`config.mk`:
```
export PLATFORM = sky130hd
export DESIGN_NAME = ex_operand_stage
export DESIGN_NICKNAME = d
export VERILOG_FILES = /design/src/rtl/mips_pkg.sv /design/src/rtl/alu_ctrl_decode.sv /design/src/rtl/ex_operand_stage.sv
export SDC_FILE = /design/constraint.sdc
export NUM_CORES = 1
export LEC_CHECK = 0
export ABC_AREA = 1
export CAP_MARGIN = 25
export CORE_ASPECT_RATIO = 1.2
export CORE_MARGIN = 2
export CORE_UTILIZATION = 35
export CTS_BUF_LIST = sky130_fd_sc_hd__clkbuf_4
export CTS_CLUSTER_SIZE = 10
export DETAILED_ROUTE_END_ITERATION = 10
export PLACE_DENSITY = 0.69
export SYNTH_ARGS = -nofsm -noshare
export SYNTH_HDL_FRONTEND = slang
export SYNTH_SLANG_ARGS = --single-unit
```
`constraint.sdc`:
```
create_clock -name clk -period 1.95 [get_ports clk]
set_input_delay 0.39 -clock clk [delete_from_list [all_inputs] [get_ports clk]]
set_output_delay 0.39 -clock clk [all_outputs]
set_load 0.05 [all_outputs]
```
`src/rtl/mips_pkg.sv`:
```
// mips_pkg: shared MIPS core definitions.
//   - ALU control codes driven to the ALU
//   - ALUOp encodings produced by the main decoder
//   - opcode / funct constants used by the decoders
//   - ID/EX stage register layout and immediate extension helper
package mips_pkg;

  localparam logic [3:0] ALU_AND = 4'b0000;
  localparam logic [3:0] ALU_OR  = 4'b0001;
  localparam logic [3:0] ALU_ADD = 4'b0010;
  localparam logic [3:0] ALU_SUB = 4'b0110;
  localparam logic [3:0] ALU_SLT = 4'b0111;
  localparam logic [3:0] ALU_NOR = 4'b1100;
  localparam logic [3:0] ALU_NOP = 4'b1111;

  localparam logic [1:0] ALUOP_ADD   = 2'b00;
  localparam logic [1:0] ALUOP_SUB   = 2'b01;
  localparam logic [1:0] ALUOP_FUNCT = 2'b10;
  localparam logic [1:0] ALUOP_IMM   = 2'b11;

  localparam logic [5:0] OP_RTYPE = 6'b000000;
  localparam logic [5:0] OP_ADDI  = 6'b001000;
  localparam logic [5:0] OP_SLTI  = 6'b001010;
  localparam logic [5:0] OP_ANDI  = 6'b001100;
  localparam logic [5:0] OP_ORI   = 6'b001101;
  localparam logic [5:0] OP_LW    = 6'b100011;
  localparam logic [5:0] OP_SW    = 6'b101011;

  localparam logic [5:0] FN_ADD = 6'b100000;
  localparam logic [5:0] FN_SUB = 6'b100010;
  localparam logic [5:0] FN_AND = 6'b100100;
  localparam logic [5:0] FN_OR  = 6'b100101;
  localparam logic [5:0] FN_NOR = 6'b100111;
  localparam logic [5:0] FN_SLT = 6'b101010;

  // ID/EX pipeline register contents
  typedef struct packed {
    logic        valid;
    logic        reg_write;
    logic        mem_read;
    logic        mem_write;
    logic        reg_dst;
    logic        alu_src;
    logic [3:0]  alu_ctrl;
    logic [4:0]  rs;
    logic [4:0]  rt;
    logic [4:0]  rd;
    logic [31:0] rs_data;
    logic [31:0] rt_data;
    logic [31:0] imm;
  } ex_reg_t;

  // Logical immediates (andi/ori) are zero-extended, everything else sign-extended.
  function automatic logic [31:0] imm_extend(input logic [5:0] opcode, input logic [15:0] imm16);
    if (opcode == OP_ANDI || opcode == OP_ORI) return {16'h0000, imm16};
    return {{16{imm16[15]}}, imm16};
  endfunction

endpackage

```
`src/rtl/alu_ctrl_decode.sv`:
```
// alu_ctrl_decode: combinational ALU control decoder.
//   aluOp  in 2 : 00 add, 01 sub, 10 funct-driven, 11 opcode-driven
//   opcode in 6 : instruction [31:26]
//   funct  in 6 : instruction [5:0]
//   aluCtrl out 4 : ALU control code, ALU_NOP for unsupported encodings
module alu_ctrl_decode
  import mips_pkg::*;
(
  input  logic [1:0] aluOp,
  input  logic [5:0] opcode,
  input  logic [5:0] funct,
  output logic [3:0] aluCtrl
);

  always_comb begin
    aluCtrl = ALU_NOP;
    unique case (aluOp)
      ALUOP_ADD: aluCtrl = ALU_ADD;
      ALUOP_SUB: aluCtrl = ALU_SUB;
      ALUOP_FUNCT: begin
        case (funct)
          FN_ADD:  aluCtrl = ALU_ADD;
          FN_SUB:  aluCtrl = ALU_SUB;
          FN_AND:  aluCtrl = ALU_AND;
          FN_OR:   aluCtrl = ALU_OR;
          FN_SLT:  aluCtrl = ALU_SLT;
          FN_NOR:  aluCtrl = ALU_NOR;
          default: aluCtrl = ALU_NOP;
        endcase
      end
      ALUOP_IMM: begin
        case (opcode)
          OP_ADDI: aluCtrl = ALU_ADD;
          OP_ANDI: aluCtrl = ALU_AND;
          OP_ORI:  aluCtrl = ALU_OR;
          OP_SLTI: aluCtrl = ALU_SLT;
          default: aluCtrl = ALU_NOP;
        endcase
      end
      default: aluCtrl = ALU_NOP;
    endcase
  end

endmodule

```
`src/rtl/ex_operand_stage.sv`:
```
// ex_operand_stage: ID/EX pipeline register and ALU operand selection.
//   clk, rstN           : clock, synchronous active-low reset
//   idValid/stall/flush : stage control (reset > flush > stall > load)
//   id*                 : decoded ID fields captured into the stage register
//   mem*/wb*            : EX/MEM and MEM/WB write-back info for forwarding
//   aluCtrl             : registered ALU control code
//   inA/inB/exStoreData : forwarded operands (combinational from stage register)
//   exDestReg, exValid, exRegWrite, exMemRead, exMemWrite : registered controls
//   loadUseStall        : load-use hazard request back to ID/IF
module ex_operand_stage
  import mips_pkg::*;
(
  input  logic        clk,
  input  logic        rstN,
  input  logic        idValid,
  input  logic        stall,
  input  logic        flush,
  input  logic [1:0]  idAluOp,
  input  logic [5:0]  idOpcode,
  input  logic [5:0]  idFunct,
  input  logic [4:0]  idRs,
  input  logic [4:0]  idRt,
  input  logic [4:0]  idRd,
  input  logic        idRegDst,
  input  logic        idAluSrc,
  input  logic        idRegWrite,
  input  logic        idMemRead,
  input  logic        idMemWrite,
  input  logic [31:0] idRsData,
  input  logic [31:0] idRtData,
  input  logic [15:0] idImm16,
  input  logic        memRegWrite,
  input  logic [4:0]  memRd,
  input  logic [31:0] memResult,
  input  logic        wbRegWrite,
  input  logic [4:0]  wbRd,
  input  logic [31:0] wbResult,
  output logic [3:0]  aluCtrl,
  output logic [31:0] inA,
  output logic [31:0] inB,
  output logic [31:0] exStoreData,
  output logic [4:0]  exDestReg,
  output logic        exValid,
  output logic        exRegWrite,
  output logic        exMemRead,
  output logic        exMemWrite,
  output logic        loadUseStall
);

  ex_reg_t     q;
  ex_reg_t     d;
  logic [3:0]  dec_ctrl;
  logic [31:0] fwd_a;
  logic [31:0] fwd_b;

  alu_ctrl_decode u_dec (
    .aluOp  (idAluOp),
    .opcode (idOpcode),
    .funct  (idFunct),
    .aluCtrl(dec_ctrl)
  );

  always_comb begin
    d           = '0;
    d.valid     = idValid;
    d.reg_write = idRegWrite;
    d.mem_read  = idMemRead;
    d.mem_write = idMemWrite;
    d.reg_dst   = idRegDst;
    d.alu_src   = idAluSrc;
    d.alu_ctrl  = dec_ctrl;
    d.rs        = idRs;
    d.rt        = idRt;
    d.rd        = idRd;
    d.rs_data   = idRsData;
    d.rt_data   = idRtData;
    d.imm       = imm_extend(idOpcode, idImm16);
  end

  // Flush clears only valid and control; data fields are don't-care in a bubble.
  always_ff @(posedge clk) begin
    if (!rstN) begin
      q <= '0;
    end else if (flush) begin
      q.valid     <= 1'b0;
      q.reg_write <= 1'b0;
      q.mem_read  <= 1'b0;
      q.mem_write <= 1'b0;
      q.reg_dst   <= 1'b0;
      q.alu_src   <= 1'b0;
      q.alu_ctrl  <= '0;
    end else if (!stall) begin
      q <= d;
    end
  end

  // EX/MEM is the younger result, so it beats MEM/WB; r0 is never forwarded.
  function automatic logic [31:0] forward(
    input logic [4:0]  r,
    input logic [31:0] reg_val,
    input logic        m_we,
    input logic [4:0]  m_rd,
    input logic [31:0] m_res,
    input logic        w_we,
    input logic [4:0]  w_rd,
    input logic [31:0] w_res
  );
    if (m_we && m_rd != 5'd0 && m_rd == r) return m_res;
    if (w_we && w_rd != 5'd0 && w_rd == r) return w_res;
    return reg_val;
  endfunction

  assign fwd_a = forward(q.rs, q.rs_data, memRegWrite, memRd, memResult, wbRegWrite, wbRd, wbResult);
  assign fwd_b = forward(q.rt, q.rt_data, memRegWrite, memRd, memResult, wbRegWrite, wbRd, wbResult);

  assign inA         = fwd_a;
  assign inB         = q.alu_src ? q.imm : fwd_b;
  assign exStoreData = fwd_b;
  assign aluCtrl     = q.alu_ctrl;
  assign exDestReg   = q.reg_dst ? q.rd : q.rt;
  assign exValid     = q.valid;
  assign exRegWrite  = q.valid & q.reg_write;
  assign exMemRead   = q.valid & q.mem_read;
  assign exMemWrite  = q.valid & q.mem_write;

  assign loadUseStall = exMemRead && (exDestReg != 5'd0) &&
                        ((exDestReg == idRs) || (exDestReg == idRt));

endmodule

```
-- After elaboration in Yosys (flattened, before gate mapping)
Cells that the tools add are included.
- eq/ne operators: 19
- reductions and logical operators: 16
- mux-type cells: 22
- bitwise operators: 6
- operators with widths (kind ; count):
    32-bit 2-to-1 mux ; 11
    6-bit equality test, second input constant ; 6
    4-bit one-hot mux with 4 select lines ; 2
    5-bit equality test ; 6
    6-bit by 4-bit equality test with 1-bit output, second input constant ; 4
    4-bit one-hot mux with 6 select lines ; 1
    5-bit nonzero test ; 3
    1-bit logical AND ; 8
    1-bit 2-to-1 mux ; 7
    5-bit 2-to-1 mux ; 1
    2-bit equality test, second input constant ; 2
    1-bit AND ; 3
    1-bit inverter ; 3
    2-bit by 1-bit equality test with 1-bit output, second input constant ; 1
    2-bit zero test ; 1
    1-bit logical OR ; 2
    2-bit AND reduction ; 1
    2-bit OR reduction ; 1
- logic and storage cells: 76
- bits in registers: 121
- output and inout port bits: 110

-- Longest topological paths before layout
Gate-level depths: netlist of run 1.
- depth after elaboration: 8
- gate-level depth with buffers: 11
- depth with buffers taken out: 10

-- Modules after synthesis
Synthesis of run 1 repeated with hierarchy kept, for this count alone.
- cells, all modules: 1081
- area total of the unflattened synthesis: 6700.2 µm²
- modules (own cells, without submodules) (module ; seq. area each (µm²) ; instances ; area each (µm²) ; cells each):
    ex_operand_stage ; 2122.0 ; 1 ; 6468.7 ; 1031
    alu_ctrl_decode ; 0.0 ; 1 ; 231.5 ; 50

-- Worst setup path after synthesis of run 1
No wires, ideal clock.
- path kind: register to output
- start: register q[116] in the netlist's numbering
- end: output loadUseStall
- path slack: -0.906 ns
- arrival time: 2.466 ns
- stages on the path, launching flop included: 7
- cell sequence: dfxtp_1 -> buf_2 -> o21ai_1 -> xor2_1 -> nor2_1 -> nand4_1 -> a21oi_1
- longest elaborated chain between the ends: 4
- elaborated cells on any way between the ends: 7
- those cells by class: 2 x eq/ne; 1 x mux; 4 x reduce/logical
- ends and longest elaborated chain (item ; RTL line ; source):
    from (decl) ; ex_operand_stage.sv:50 ; ex_reg_t q;
    5-bit 2-to-1 mux (*) ; ex_operand_stage.sv:120 ; assign exDestReg = q.reg_dst ? q.rd : q.rt;
    named net exDestReg[3] ; ex_operand_stage.sv:42 ; output logic [4:0] exDestReg,
    5-bit equality test / 5-bit nonzero test (equally long branches) ; ex_operand_stage.sv:127, ex_operand_stage.sv:126 ;
    1-bit logical OR / 1-bit logical AND (equally long branches) ; ex_operand_stage.sv:127, ex_operand_stage.sv:126 ;
    1-bit logical AND (*) ; ex_operand_stage.sv:126 ; assign loadUseStall = exMemRead && (exDestReg != 5'd0) &&
    to (decl) ; ex_operand_stage.sv:47 ; output logic loadUseStall
Mark *: on every way through the listed nets, which the timed path passes. The rest lies on a longest branch.

-- Worst setup path after layout of run 1
- start: register q[102] in the netlist's numbering
- end: output exStoreData[7]
- longest elaborated chain between the ends: 6
- elaborated cells on any way between the ends: 10
- those cells by class: 2 x eq/ne; 6 x mux; 2 x reduce/logical
- ends and longest elaborated chain (item ; RTL line ; source):
    5-bit equality test ; ex_operand_stage.sv:109 ; if (w_we && w_rd != 5'd0 && w_rd == r) return w_res;
    1-bit logical AND ; ex_operand_stage.sv:109 ;
    1-bit 2-to-1 mux (2 in a row) ; ex_operand_stage.sv:109 ;
    32-bit 2-to-1 mux ; ex_operand_stage.sv:110 ; return reg_val;
    32-bit 2-to-1 mux (*) ; ex_operand_stage.sv:109 ;
    to (decl) ; ex_operand_stage.sv:41 ; output logic [31:0] exStoreData,
Mark *: on every way between the ends. The rest lies on a longest branch, timed or not. The select of a mux whose other input is x is not followed.

==> results of run 1 <==
[worst reg2reg max path, stage by stage, from the launching register on]
cell and delay, ns:
dfxtp_2 0.38, buf_12 0.16, nand2_1 0.07, a21oi_1 0.15
[final cells by class]
class / instances / area (sq um)
Inverter: 67 / 267
Sequential cell: 106 / 2150
Multi-Input combinational cell: 807 / 5340
Fill cell: 1484 / 5590
Tap cell: 256 / 320
Antenna cell: 5 / 12.5
Timing Repair Buffer: 396 / 4970
Clock inverter: 6 / 76.3
Clock buffer: 9 / 67.6
[path summary, 6_finish.rpt]
path	slack, ns	cells after the start	to
max	-0.66	12	exStoreData[7]
min	0.22	3	q[15]
max reg2reg	1.13	3	q[116]
min reg2reg	0.47	2	q[88]
[cells in the final DEF (no fill, tap or decap), types with 6 or more instances in the layout]
| master | instances |
|---|---|
| and2_4 | 26 |
| nand3_1 | 52 |
| nor2_1 | 129 |
| xnor2_2 | 6 |
| o21ai_0 | 101 |
| buf_8 | 53 |
| clkbuf_16 | 7 |
| o21ai_4 | 6 |
| dfxtp_4 | 6 |
| buf_6 | 35 |
| nand2_1 | 83 |
| xor2_1 | 12 |
| nand2_4 | 60 |
| nand2_2 | 89 |
| nand3_2 | 76 |
| buf_12 | 61 |
| clkbuf_4 | 9 |
| clkdlybuf4s50_1 | 184 |
| dlygate4sd2_1 | 13 |
| buf_4 | 36 |
| a21oi_1 | 54 |
| dfxtp_1 | 96 |
| nand3b_1 | 64 |
| nand4_1 | 11 |
| inv_1 | 59 |
| and2_2 | 6 |
[where the power goes]
part           internal (W)  switching, W
registers           0.00230     0.0000837
clock network      0.000405      0.000819
logic               0.00153       0.00181
[synth_stat cells]
cell,number,share of area (%)
inv_2,2,0.11
nand2_1,231,13
and2_1,32,3.0
nor3_1,5,0.38
nor2_2,1,0.094
nand3b_2,1,0.17
buf_1,3,0.17
buf_4,7,0.79
o21ai_1,5,0.38
nand2_4,1,0.17
dfxtp_1,106,32
a21oi_1,56,4.2
xor2_1,14,1.8
nor3_4,1,0.24
buf_2,25,1.9
o21ai_2,1,0.13
nand2_2,1,0.094
inv_1,65,3.7
o21ai_0,102,7.7
nand4_1,11,1.0
buf_6,3,0.51
nand3b_1,64,7.2
clkbuf_1,38,2.1
o2111ai_1,1,0.13
xnor2_1,11,1.4
nor3_2,1,0.15
nand3_1,133,10
o211ai_1,1,0.11
nor2_1,134,7.5
[layer usage]
metal,track usage [%],vias to the layer above,share of wire (%)
li1,-,4135,-
met1,36.8,4098,39
met2,48.6,431,49
met3,4.71,99,6.7
met4,15.4,2,4.8
met5,0,-,0.016
[flip-flops by register name, indices dropped and copies added, names as in the netlist]
name and count:
q 101, aluCtrl 4, exValid 1
[stage by stage]
step	hold slack [ns]	power, W	setup WS (ns)	area (sq um)
after floorplan	0.430	0.00387	-0.0298	6930
after global placement	0.439	0.00517	-0.744	10900
after detailed placement	0.445	0.00518	-0.758	10900
after CTS	0.173	0.00683	-0.616	12500
after global routing	0.207	0.00723	-0.731	13200
final	0.217	0.00696	-0.664	13200
[repair_timing]
action                     in CTS  in global routing
setup endpoints to repair     107                102
gates cloned                    9                  8
buffers inserted               15                  2
pin swaps                      51                 56
hold endpoints to repair        0                  0
resized for setup             325                147
[cell families after synthesis]
group,after synthesis
buffers and inverters,143
DFF,106
and+or+nand+nor,616
xor gates and xnor gates,25
AOI/OAI and AO/OA,166
==> insert_results.sql, run 1 <==
INSERT INTO impl_metrics (metric_group, metric, value, unit) VALUES
('cts', 'cts_h_tree_depth', '3', ''),
('worst_setup_path', 'critical-path-slowest-cell', 'dfxtp_4', ''),
('floorplanning', 'die_w', '130', 'microns'),
('synthesis', 'combinational_family_with_the_most_area_after_synthesis', 'simple AND/OR/NAND/NOR gates', ''),
('timing', 'layout_min_cycle_time', '2.61', 'ns'),
('timing', 'max_clock_freq', '383', 'MHz'),
('detailed_routing', 'remaining_design_rule_violation_count', '0', ''),
('min_path', 'type_of_the_tightest_min_delay_check', 'in -> reg', ''),
('synthesis', 'post_synthesis_compound_gate_area_fraction', '12.6', '%'),
('floorplanning', 'fp-row-count', '55', ''),
('synthesis', 'syn_area_per_cell', '6.32', 'sq um'),
('worst_setup_path', 'cp_common_cell', 'nand2_2', ''),
('timing', 'worst_slew_pin_slew', '0.500', 'ns'),
('timing', 'layout_skew', '0', 'ns'),
('place', 'routabilityCongestion', '0.930', ''),
('place', 'place_inst', '1603', ''),
('final_layout', 'area.growth.synth_to_final', '97.9', '%'),
('min_path', 'timing.hold.worst.start', 'rstN', ''),
('cts', 'tritoncts', 'built', ''),
('place', 'port-buffer-count', '304', ''),
('power_and_ir_drop', 'vdd_drop_max', '385', 'uV'),
('final_layout', 'nNetsFinal', '1582', ''),
('worst_setup_path', 'cp_data_required_time', '1.56', 'ns'),
('cts', 'tritoncts.num_buffers', '9', ''),
('detailed_routing', 'viasPerCell', '5.31', ''),
('timing', 'final_min_period_over_clock_period', '134', '%'),
('timing', 'setup-violations-final', '97', ''),
('synthesis', 'mappedNetlistArea', '0.00667', 'sq mm'),
('synthesis', 'synthCells', '1056', ''),
('worst_setup_path', 'worst_setup_path_startpoint', 'q[102]', ''),
('floorplanning', 'core', '0.0188', 'sq mm'),
('worst_setup_path', 'critical_path.n_buffers_inverters', '4', ''),
('synthesis', 'synth.area.mux_share', '0', '%'),
('grt', 'number_of_antenna_violations_at_the_first_check_in_global_routing', '6', ''),
('final_layout', 'final_layout_size_suffix_gt1_share', '37.4', '%'),
('grt', 'grt_pass1_wl', '45900', 'microns'),
('timing', 'setup_ws', '-0.664', 'ns'),
('worst_setup_path', 'worst_r2r_startpoint', 'q[116]', ''),
('power_and_ir_drop', 'power.leakage', '5.96', 'nW'),
('timing', 'final.setup.tns', '-55.88', 'ns'),
('floorplanning', 'chipHeight', '155', 'microns'),
('worst_setup_path', 'worst_path_fanout_max', '5', ''),
('synthesis', 'synth_adder_area_share', '0', '%'),
('grt', 'grtUsageTotal', '29.5', '%'),
('cts', 'cts_sinks', '106', ''),
('floorplanning', 'area_enclosed_by_the_die_boundary', '0.0202', 'sq mm'),
('grt', 'grt_start_max_net_pins', '95', ''),
('detailed_routing', 'routed_wirelength', '32100', 'microns'),
('timing', 'maxSlewHeadroom', '66.8', '%'),
('synthesis', 'mappedNetlistNets', '1251', ''),
('status', 'violations', 'negative setup slack', ''),
('place', 'dp_hpwl', '21200', 'microns'),
('final_layout', 'finalCoreUtilization', '70.3', '%'),
('worst_setup_path', 'cp.arrival', '2.22', 'ns'),
('synthesis', 'post_synth_and_or_nand_nor_area_fraction', '43.1', '%'),
('timing', 'grt_setup_unrepaired', 'yes', ''),
('run', 'max_cap_viol_count', '0', ''),
('synthesis', 'yosys.cell_types.count', '29', ''),
('worst_setup_path', 'timing_worst_setup_path_type', 'reg -> out', ''),
('status', 'status', 'finished, violations left', ''),
('synthesis', 'yosys_register_bits', '106', ''),
('worst_setup_path', 'max_stage_delay', '0.40', 'ns'),
('timing', 'timing_hold_violations_final', '0', ''),
('grt', 'grt-ovfl-total', '0', ''),
('worst_setup_path', 'critical_path.top_delay_family', 'simple AND/OR/NAND/NOR gates', ''),
('detailed_routing', 'routed_wire_length_per_instance', '19.4', 'microns'),
('synthesis', 'post_synth_xor_area_fraction', '3.28', '%'),
('worst_setup_path', 'kind_of_start_point_of_the_critical_path', 'flip-flop', ''),
('cts', 'cts.root.buffer_cell', 'clkbuf_4', ''),
('detailed_routing', 'route.vias.total', '8765', ''),
('cts', 'holdBufCountCts', '0', '');
No activity file was read; power rests on OpenSTA's default activity.
==> run 2: changes to the inputs <==
--- a/config.mk
+++ b/config.mk
@@ -13,7 +13,9 @@
 export CTS_BUF_LIST = sky130_fd_sc_hd__clkbuf_4
 export CTS_CLUSTER_SIZE = 10
 export DETAILED_ROUTE_END_ITERATION = 10
-export PLACE_DENSITY = 0.69
+export MAX_ROUTING_LAYER = met4
+export PLACE_DENSITY = 0.7
+export SKIP_CTS_REPAIR_TIMING = 1
 export SYNTH_ARGS = -nofsm -noshare
 export SYNTH_HDL_FRONTEND = slang
 export SYNTH_SLANG_ARGS = --single-unit
==> insert_results.sql, run 2 (synthesis gave the netlist of run 1 again) <==
INSERT INTO impl_metrics (metric_group, metric, value, unit) VALUES
('status', 'status', 'finished, violations left', ''),
('status', 'violations', 'negative setup slack', ''),
('floorplanning', 'area_enclosed_by_the_die_boundary', '0.0202', 'sq mm'),
('final_layout', 'stdcell_area', '0.0125', 'sq mm'),
('final_layout', 'final_layout_size_suffix_gt1_share', '30.8', '%'),
('place', 'dp_hpwl', '20700', 'microns'),
('worst_setup_path', 'worstSetupPathDepth', '12', ''),
('worst_setup_path', 'worst_setup_path_startpoint', 'q[103]', ''),
('grt', 'grtUsageMet3', '3.54', '%'),
('worst_setup_path', 'cp.arrival', '2.29', 'ns'),
('timing', 'layout_skew', '0', 'ns'),
('power_and_ir_drop', 'power.share.sequential', '35.6', '%'),
('detailed_routing', 'detail-route-antenna-nets', '0', ''),
('power_and_ir_drop', 'power', '0.00667', 'W'),
('worst_setup_path', 'max_stage_delay', '0.41', 'ns'),
('place', 'port-buffer-count', '304', ''),
('worst_setup_path', 'crit_path_end_kind', 'output pin', ''),
('worst_setup_path', 'cp_common_cell', 'nand3_2', ''),
('worst_setup_path', 'ff2ff_path_depth', '3', ''),
('worst_setup_path', 'critPathCapture', 'inB[27]', ''),
('detailed_routing', 'remaining_design_rule_violation_count', '0', ''),
('floorplanning', 'initial_core_util', '35.5', '%'),
('grt', 'via_count_of_the_first_global_routing_pass', '7721', ''),
('timing', 'layout_min_cycle_time', '2.68', 'ns'),
('detailed_routing', 'routed_wirelength', '30600', 'microns'),
('grt', 'grtUsageTotal', '26.8', '%'),
('detailed_routing', 'viasPerCell', '5.28', ''),
('worst_setup_path', 'critical-path-slowest-cell', 'dfxtp_4', ''),
('worst_setup_path', 'kind_of_start_point_of_the_critical_path', 'flip-flop', ''),
('power_and_ir_drop', 'power.density_cell_area', '534', 'mW/mm^2'),
('min_path', 'type_of_the_tightest_min_delay_check', 'in -> reg', ''),
('cts', 'cts_sinks', '106', ''),
('grt', 'grt-ovfl-total', '0', ''),
('timing', 'maxSlewHeadroom', '65.7', '%'),
('floorplanning', 'die_w', '130', 'microns'),
('grt', 'grt_start_max_net_pins', '73', ''),
('final_layout', 'most_used_cells_in_the_layout_excluding_fill_and_tap_cells', 'clkdlybuf4s50_1, nand2_1, nor2_1', ''),
('floorplanning', 'core', '0.0188', 'sq mm'),
('worst_setup_path', 'critical_path.reg2reg.endpoint', 'q[116]', ''),
('worst_setup_path', 'timing_worst_setup_path_type', 'reg -> out', ''),
('cts', 'tritoncts.num_buffers', '9', ''),
('cts', 'cts_h_tree_depth', '3', ''),
('worst_setup_path', 'critical_path.n_buffers_inverters', '4', ''),
('power_and_ir_drop', 'share_comb_of_total_power', '48.0', '%'),
('place', 'pre_cts_slack', '-0.733', 'ns'),
('power_and_ir_drop', 'swShare', '39.3', '%'),
('worst_setup_path', 'critical_path.top_delay_family', 'simple AND/OR/NAND/NOR gates', ''),
('cts', 'clock_path_buffers', '2', ''),
('place', 'place_area', '0.0108', 'sq mm'),
('cts', 'worst_skew_late_latency', '0.49', 'ns'),
('final_layout', 'area.growth.synth_to_final', '87.5', '%'),
('timing', 'max_clock_freq', '373', 'MHz'),
('detailed_routing', 'route.vias.total', '8646', ''),
('final_layout', 'register_name_with_the_most_flops', 'q', ''),
('grt', 'gr-usage-met1', '34.8', '%'),
('timing', 'setup_ws', '-0.729', 'ns'),
('final_layout', 'largest_register_ffs', '101', ''),
('power_and_ir_drop', 'vdd_drop_max', '444', 'uV'),
('timing', 'final.setup.tns', '-58.42', 'ns'),
('final_layout', 'nNetsFinal', '1566', ''),
('worst_setup_path', 'r2r_setup_slack', '1.13', 'ns'),
('detailed_routing', 'firstDrtPassIters', '7', ''),
('power_and_ir_drop', 'power.leakage', '5.68', 'nW'),
('floorplanning', 'fp-row-count', '55', ''),
('power_and_ir_drop', 'p_int', '0.00405', 'W'),
('timing', 'grt_setup_unrepaired', 'yes', ''),
('detailed_routing', 'drt_iter0_markers', '718', ''),
('timing', 'setup-violations-final', '99', ''),
('cts', 'cts.root.buffer_cell', 'clkbuf_4', ''),
('final_layout', 'leading_cell_type_in_the_layout_fill_and_taps_excluded', 'clkdlybuf4s50_1', ''),
('place', 'routabilityCongestion', '0.896', ''),
('grt', 'grt_pass1_wl', '41000', 'microns'),
('cts', 'tritoncts', 'built', ''),
('grt', 'grt.busiest_layer', 'met2', ''),
('floorplanning', 'num_io_pins', '305', ''),
('worst_setup_path', 'cp_data_required_time', '1.56', 'ns'),
('cts', 'clk_pin_slew', '0.19', 'ns'),
('worst_setup_path', 'worstPathCellList', 'nand2_2 > nand2_1 > inv_2 > nand3_2 > nor2_4 > buf_12 > clkbuf_16 > nand3_2 > nand3_2 > nand3_2 > nand2_2 > buf_8', ''),
('worst_setup_path', 'worst_r2r_startpoint', 'q[116]', ''),
('grt', 'gr-usage-met2', '42.6', '%'),
('timing', 'final_min_period_over_clock_period', '137', '%'),
('detailed_routing', 'routed_wire_length_per_instance', '18.7', 'microns'),
('run', 'max_cap_viol_count', '0', ''),
('timing', 'timing_hold_violations_final', '0', ''),
('timing', 'worst_slew_pin_slew', '0.513', 'ns'),
('timing', 'final-max-slew-violation-count', '0', ''),
('power_and_ir_drop', 'power.clock.fraction', '16.4', '%'),
('timing', 'fin_hold_ws', '0.199', 'ns'),
('worst_setup_path', 'worst_path_fanout_max', '7', ''),
('power_and_ir_drop', 'power_spent_charging_and_discharging_nets', '0.00262', 'W'),
('grt', 'number_of_antenna_violations_at_the_first_check_in_global_routing', '6', ''),
('floorplanning', 'chipHeight', '155', 'microns');
-- run 2: cell types whose count changed in the layout (fill, tap and decap cells not counted), moves of 5 or more --
cell / before / now
nand2_2: 89 / 73
dlygate4sd2_1: 13 / 0
nand3_2: 76 / 63
nand3_4: 5 / 15
nand2_4: 60 / 2
dlymetal6s2s_1: 1 / 14
buf_16: 5 / 0
buf_6: 35 / 24
nand2_1: 83 / 158
-- run 2: layout make-up --
cell class	instances	area, sq um
fillers	1551	6280
repair buffers	380	4790
well taps	256	320
clock inverters	6	53.8
clock buffers	9	67.6
diodes	7	17.5
flip-flops and latches	106	2150
inverters	67	256
multi-input cells	807	4850
-- run 2: per-layer routing --
layer | vias up | share of wire, %
met5 | - | 0
met4 | 0 | 4.7
met3 | 111 | 7.4
met2 | 440 | 49
met1 | 3995 | 39
li1 | 4100 | -
-- run 2: worst register-to-register path: cells and delay by family, from the launching register on --
kind	cells	cell delay, ns
AND/OR/NAND/NOR	1	0.06
buffers and inverters	1	0.16
AO/OA/AOI/OAI	1	0.13
flip-flops	1	0.41
-- run 2: per-stage QoR --
stage | cells | utilization [%]
detailed placement | 1598 | 57.5
global placement | 1598 | 57.5
floorplan | 1056 | -
global route | 1637 | 66.5
CTS | 1613 | 58.1
finish | 1638 | 66.6
-- run 2: power by group through the flow --
stage	Clock (W)	Sequential (W)	Combinational, W
6_report	0.00109	0.00237	0.00321
4_1_cts	0.00112	0.00237	0.00274
2_1_floorplan	0	0.00240	0.00147
5_1_grt	0.00120	0.00239	0.00337
3_3_place_gp	0	0.00241	0.00271
3_5_place_dp	0	0.00242	0.00273
-- run 2: how the worst min path moves through the flow --
stage / startpoint / to / slack (ns) / cells past startpoint
after floorplan: q[68] / q[68] / 0.43 / 2
final: rstN / q[30] / 0.20 / 3
after CTS: rstN / q[30] / 0.18 / 3
after detailed placement: q[78] / q[78] / 0.44 / 2
after global placement: q[80] / q[80] / 0.44 / 2
after global routing: rstN / q[15] / 0.18 / 3
